`src/rtl/if_stage_pkg.sv`:
```
// Shared encodings and defaults for the instruction-fetch stage.
// The optional IF_PERF_CNT_EN build adds performance counters to if_stage.
package if_stage_pkg;

    typedef enum logic [1:0] {
        IF_S_IDLE  = 2'd0,
        IF_S_FETCH = 2'd1,
        IF_S_HOLD  = 2'd2,
        IF_S_DROP  = 2'd3
    } if_state_e;

    localparam logic [31:0] IF_RESET_PC = 32'h0000_3000;
    localparam logic [31:0] IF_NOP      = 32'h0000_0000;

endpackage

```
`src/rtl/if_stage_ifid_reg.sv`:
```
// IF/ID pipeline register: load, hold or invalidate, with NOP substitution
// so the instruction word reads as NOP whenever the slot is empty.
module ifid_reg
    import if_stage_pkg::*;
#(
    parameter logic [31:0] NOP_INSTR = IF_NOP
) (
    input  logic        clk,
    input  logic        reset_n,
    input  logic        load,
    input  logic        kill,
    input  logic [31:0] load_pc,
    input  logic [31:0] load_instr,
    output logic [31:0] id_pc,
    output logic [31:0] id_instr,
    output logic        id_valid
);

    logic [31:0] pc_reg;
    logic [31:0] instr_reg;
    logic        valid_reg;

    // kill outranks load so a flush can never let a word through
    always_ff @(posedge clk) begin
        if (!reset_n) begin
            pc_reg    <= 32'h0;
            instr_reg <= NOP_INSTR;
            valid_reg <= 1'b0;
        end else if (kill) begin
            instr_reg <= NOP_INSTR;
            valid_reg <= 1'b0;
        end else if (load) begin
            pc_reg    <= load_pc;
            instr_reg <= load_instr;
            valid_reg <= 1'b1;
        end
    end

    assign id_pc    = pc_reg;
    assign id_instr = instr_reg;
    assign id_valid = valid_reg;

endmodule

```
`src/rtl/if_stage.sv`:
```
// Instruction-fetch stage: owns the PC and IF/ID register, runs req/ack fetches.
// Define IF_PERF_CNT_EN to add the perf_fetched / perf_stall counters.
module if_stage
    import if_stage_pkg::*;
#(
    parameter logic [31:0] RESET_PC  = IF_RESET_PC,
    parameter logic [31:0] NOP_INSTR = IF_NOP
) (
    input  logic        clk,
    input  logic        reset_n,
    input  logic [31:0] next_pc,
    input  logic        stall,
    input  logic        flush,
    output logic [31:0] curr_pc,
    output logic        imem_req,
    output logic [31:0] imem_addr,
    input  logic        imem_ack,
    input  logic [31:0] imem_rdata,
    output logic [31:0] id_pc,
    output logic [31:0] id_instr,
    output logic        id_valid
`ifdef IF_PERF_CNT_EN
    ,
    output logic [31:0] perf_fetched,
    output logic [31:0] perf_stall
`endif
);

    if_state_e   state_reg, state_next;
    logic [31:0] pc_reg, pc_next;
    logic [31:0] addr_reg, addr_next;
    logic [31:0] hold_buf_reg, hold_buf_next;
    logic        ifid_load;
    logic        ifid_kill;
    logic [31:0] ifid_instr_in;

    always_ff @(posedge clk) begin
        if (!reset_n) begin
            state_reg    <= IF_S_IDLE;
            pc_reg       <= RESET_PC;
            addr_reg     <= RESET_PC;
            hold_buf_reg <= 32'h0;
        end else begin
            state_reg    <= state_next;
            pc_reg       <= pc_next;
            addr_reg     <= addr_next;
            hold_buf_reg <= hold_buf_next;
        end
    end

    always_comb begin
        state_next    = state_reg;
        pc_next       = pc_reg;
        addr_next     = addr_reg;
        hold_buf_next = hold_buf_reg;
        ifid_load     = 1'b0;
        ifid_kill     = 1'b0;
        ifid_instr_in = imem_rdata;
        case (state_reg)
            IF_S_IDLE: begin
                state_next = IF_S_FETCH;
                addr_next  = pc_reg;
            end
            IF_S_FETCH: begin
                if (flush) begin
                    // without an ack the bus must keep the stale address until it answers
                    ifid_kill = 1'b1;
                    pc_next   = next_pc;
                    if (imem_ack) addr_next  = next_pc;
                    else          state_next = IF_S_DROP;
                end else if (imem_ack) begin
                    if (stall) begin
                        hold_buf_next = imem_rdata;
                        state_next    = IF_S_HOLD;
                    end else begin
                        ifid_load = 1'b1;
                        pc_next   = next_pc;
                        addr_next = next_pc;
                    end
                end else if (!stall) begin
                    ifid_kill = 1'b1;
                end
            end
            IF_S_HOLD: begin
                if (flush) begin
                    ifid_kill     = 1'b1;
                    hold_buf_next = 32'h0;
                    pc_next       = next_pc;
                    addr_next     = next_pc;
                    state_next    = IF_S_FETCH;
                end else if (!stall) begin
                    ifid_load     = 1'b1;
                    ifid_instr_in = hold_buf_reg;
                    pc_next       = next_pc;
                    addr_next     = next_pc;
                    state_next    = IF_S_FETCH;
                end
            end
            IF_S_DROP: begin
                // wrong-path data is swallowed; a repeated flush only retargets the PC
                ifid_kill = 1'b1;
                if (flush) pc_next = next_pc;
                if (imem_ack) begin
                    addr_next  = flush ? next_pc : pc_reg;
                    state_next = IF_S_FETCH;
                end
            end
            default: state_next = IF_S_IDLE;
        endcase
    end

    ifid_reg #(
        .NOP_INSTR (NOP_INSTR)
    ) u_ifid_reg (
        .clk        (clk),
        .reset_n    (reset_n),
        .load       (ifid_load),
        .kill       (ifid_kill),
        .load_pc    (pc_reg),
        .load_instr (ifid_instr_in),
        .id_pc      (id_pc),
        .id_instr   (id_instr),
        .id_valid   (id_valid)
    );

    assign curr_pc   = pc_reg;
    assign imem_addr = addr_reg;
    assign imem_req  = (state_reg == IF_S_FETCH) || (state_reg == IF_S_DROP);

`ifdef IF_PERF_CNT_EN
    logic [31:0] perf_fetched_reg;
    logic [31:0] perf_stall_reg;

    always_ff @(posedge clk) begin
        if (!reset_n) begin
            perf_fetched_reg <= 32'h0;
            perf_stall_reg   <= 32'h0;
        end else begin
            if (ifid_load) perf_fetched_reg <= perf_fetched_reg + 32'd1;
            if (stall && (state_reg != IF_S_IDLE)) perf_stall_reg <= perf_stall_reg + 32'd1;
        end
    end

    assign perf_fetched = perf_fetched_reg;
    assign perf_stall   = perf_stall_reg;
`endif

endmodule

```
`config.mk`:
```
export PLATFORM = sky130hd
export DESIGN_NAME = if_stage
export DESIGN_NICKNAME = d
export VERILOG_FILES = /design/src/rtl/if_stage_pkg.sv /design/src/rtl/if_stage_ifid_reg.sv /design/src/rtl/if_stage.sv
export SDC_FILE = /design/constraint.sdc
export NUM_CORES = 1
export LEC_CHECK = 0
export CAP_MARGIN = 30
export CORE_AREA = 4 4 144 146
export DETAILED_ROUTE_END_ITERATION = 8
export DIE_AREA = 0 0 148 150
export PLACE_DENSITY = 0.69
export REMOVE_ABC_BUFFERS = 1
export SLEW_MARGIN = 25
export SYNTH_ARGS = -nofsm -noshare
export SYNTH_HDL_FRONTEND = slang
export SYNTH_SLANG_ARGS = --single-unit
```
`constraint.sdc`:
```
create_clock -name clk -period 3.95 [get_ports clk]
set_input_delay 0.9875 -clock clk [delete_from_list [all_inputs] [get_ports clk]]
set_output_delay 0.9875 -clock clk [all_outputs]
set_load 0.005 [all_outputs]
```
==> impl_metrics.yaml <==
layout:
  nets: 970
  layout-drive-gt1-share_pct: 10.2
  diodes: 0
  nFillCells: 1850
  fin_util_pct: 49.1
  syn_to_final_growth_pct: 41.4
sta:
  hold_viol: 0
  setup_viol: 0
  period_share_pct: 74.5
  fmax_mhz: 340
  maxSlewHeadroom_pct: 56.3
  rsz0062_at_grt: "no"
  fin_skew_ns: 0.0105
  fin_hold_ws_ns: 0.454
  setup_slack_ns: 1.01
  fin_crit_ns: 2.94
  worstMarginPinSlew_ns: 0.654
  maxSlewViolCount: 0
global_routing:
  grt_max_degree: 66
  gr-total-overflow: 0
  antenna_found_initial: 0
  grt_pass1_wl_um: 32900
  grtUsageTotal_pct: 18.3
  grt_pass1_vias: 5961
drt:
  dr_total_vias: 6104
  ant_nets: 0
  wl_per_cell_um: 17.5
  drt_iter0_markers: 250
  wl_met3_um: 1850
  dr.pass1.iters: 5
  wl_met2_um: 9270
  routed_via_density: 5.20
  routed_wl_um: 20500
  routedLengthMet1_um: 9270
  drc: 0
  highest_layer: "met4"
clocking:
  ctsHoldBuffers: 0
  clock_sinks: 163
  cts_tree: "done"
  cts-root-buf: "clkbuf_16"
  cts_resized: 0
  post-cts-setup-buffers: 0
  clkLatencyLatePin_ns: 0.42
  cts_max_level: 4
  clk_path_buf_depth: 2
  clk_pin_slew_ns: 0.07
  cts-buffers-inserted: 17
power_and_ir_drop:
  ir_drop_v: 0.000315
  power_frac_comb_pct: 18.0
  p_leak_nw: 3.17
  p_int_mw: 3.17
  pwr-share-clk_pct: 40.2
  powerDensity_mw_per_mm2: 458
  power.share.sequential_pct: 41.8
  p_sw_share_pct: 27.3
  switchingPower_mw: 1.19
  finalPower_mw: 4.36
synth:
  synth-xor-area-share_pct: 0
  synth-main-ff-cell: "dfxtp_1"
  yosys.area_share.adder_pct: 0.928
  syn_inst: 728
  synth.yosys.seq_area_share_pct: 48.4
  syn-cell-area_mm2: 0.00674
  synth_top_family_by_area: "compound AO/OA/AOI/OAI gates"
  async_reset_ff_share_pct: 0
  synthMuxAreaShare_pct: 9.51
  synth_edf_count: 0
  ys_types: 37
  yosys_register_bits: 163
  synth_compound_area_share_pct: 22.1
  synth-warning-count: 0
  synthSimpleGateAreaFrac_pct: 13.4
  syn_avg_cell_area_um2: 9.26
placement:
  routabilityCongestion: 0.763
  post-place-ws_ns: 1.03
  hpwl_um: 13000
  port_buffers: 198
worst_setup_path:
  startpoint_type: "flop"
  path_class: "reg2out"
  cp_max_fo: 9
  endpoint_kind: "output pin"
  crit_arrival_ns: 1.96
  cp.required_ns: 2.96
die:
  ios: 199
  num_rows: 51
  design.core.area_mm2: 0.0194
  die_h_um: 150
  die_w_um: 148
  start_util_pct: 34.7
  dieArea_mm2: 0.0222
run_status:
  outcome: "finished clean"
hold_path:
  hold_path_class: "reg2reg"
job:
  maxCapViolations: 0
metal layers:
layer  up-vias  track usage (%)
li1       2929                -
met1      2932             24.3
met2       231             28.9
met3        12             6.27
met4         0             4.16
met5         -                0
cell type report:
type	instances	area, um^2	share of cell area, %
clock buffer	19	453	4.75
tap	265	332	3.48
inverter	5	18.8	0.197
clock inverter	13	170	1.79
sequential	163	3260	34.2
multi-input combinational	492	3130	32.9
timing repair buffer	217	2160	22.7
cells in the mapped netlist (3+ instances only):
cell | number | area (um^2)
a211oi_1 | 3 | 22.5
a211oi_2 | 29 | 363
a21oi_1 | 34 | 170
a221oi_1 | 32 | 280
a22oi_1 | 32 | 240
buf_2 | 12 | 60.1
buf_4 | 9 | 67.6
buf_6 | 8 | 90.1
clkbuf_1 | 39 | 146
dfxtp_1 | 163 | 3260
ha_1 | 5 | 62.6
inv_1 | 3 | 11.3
mux2i_1 | 64 | 641
nand2_1 | 66 | 248
nand2b_1 | 4 | 25.0
nand3_1 | 34 | 170
nor2_1 | 103 | 387
o21ai_0 | 66 | 330
cell usage in the layout, fill, tap and decap left out, types with 5 or more instances in the layout:
cell type        Yosys  final
nor2_1             103    102
mux2i_1             64     64
buf_4                9     17
inv_6                0      5
dfxtp_1            163    163
ha_1                 5      5
clkdlybuf4s50_1      0    197
a22oi_1             32     32
nand2_1             66     66
a221oi_1            32     32
a211oi_2            29     29
o21ai_0             66     66
a21oi_1             34     33
nand3_1             34     34
clkbuf_16            0     17
path summary, 6_finish.rpt:
path / startpoint / endpoint / slack, ns / cells after the start
worst max register to register: state_reg[0] / u_ifid_reg.id_instr[12] / 1.55 / 9
worst min register to register: u_ifid_reg.id_pc[24] / u_ifid_reg.id_pc[24] / 0.45 / 2
worst max-delay path: state_reg[1] / imem_req / 1.01 / 4
worst min-delay path: u_ifid_reg.id_pc[24] / u_ifid_reg.id_pc[24] / 0.45 / 2
worst max-delay path: stages, from the launching register on:
cell and delay [ns]:
dfxtp_1 0.38, inv_1 0.09, ha_1 0.29, or2_2 0.33
clkdlybuf4s50_1 0.45
power by group through the flow:
stage          Combinational, mW  Sequential (mW)  Clock, mW
2_1_floorplan              0.340             1.85          0
3_3_place_gp               0.777             1.86          0
3_5_place_dp               0.784             1.86          0
4_1_cts                    0.787             1.82       1.79
5_1_grt                    0.857             1.84       1.86
6_report                   0.785             1.82       1.75
kinds of logic after synthesis:
family	after synthesis
AO/OA/AOI/OAI	206
adder cells (fa/ha/maj)	5
buffers and inverters	73
flip-flops	163
multiplexers	64
AND/OR/NAND/NOR	217
per-stage QoR:
step / cells / TNS, ns / instance area [um^2]
after CTS: 1174 / 0 / 9530
after floorplan: 660 / -43.10 / 6370
final: 1174 / 0 / 9530
after detailed placement: 1142 / 0 / 8910
after global placement: 1142 / 0 / 8910
after global routing: 1174 / 0 / 9530
(Power assumes the default switching activity.)
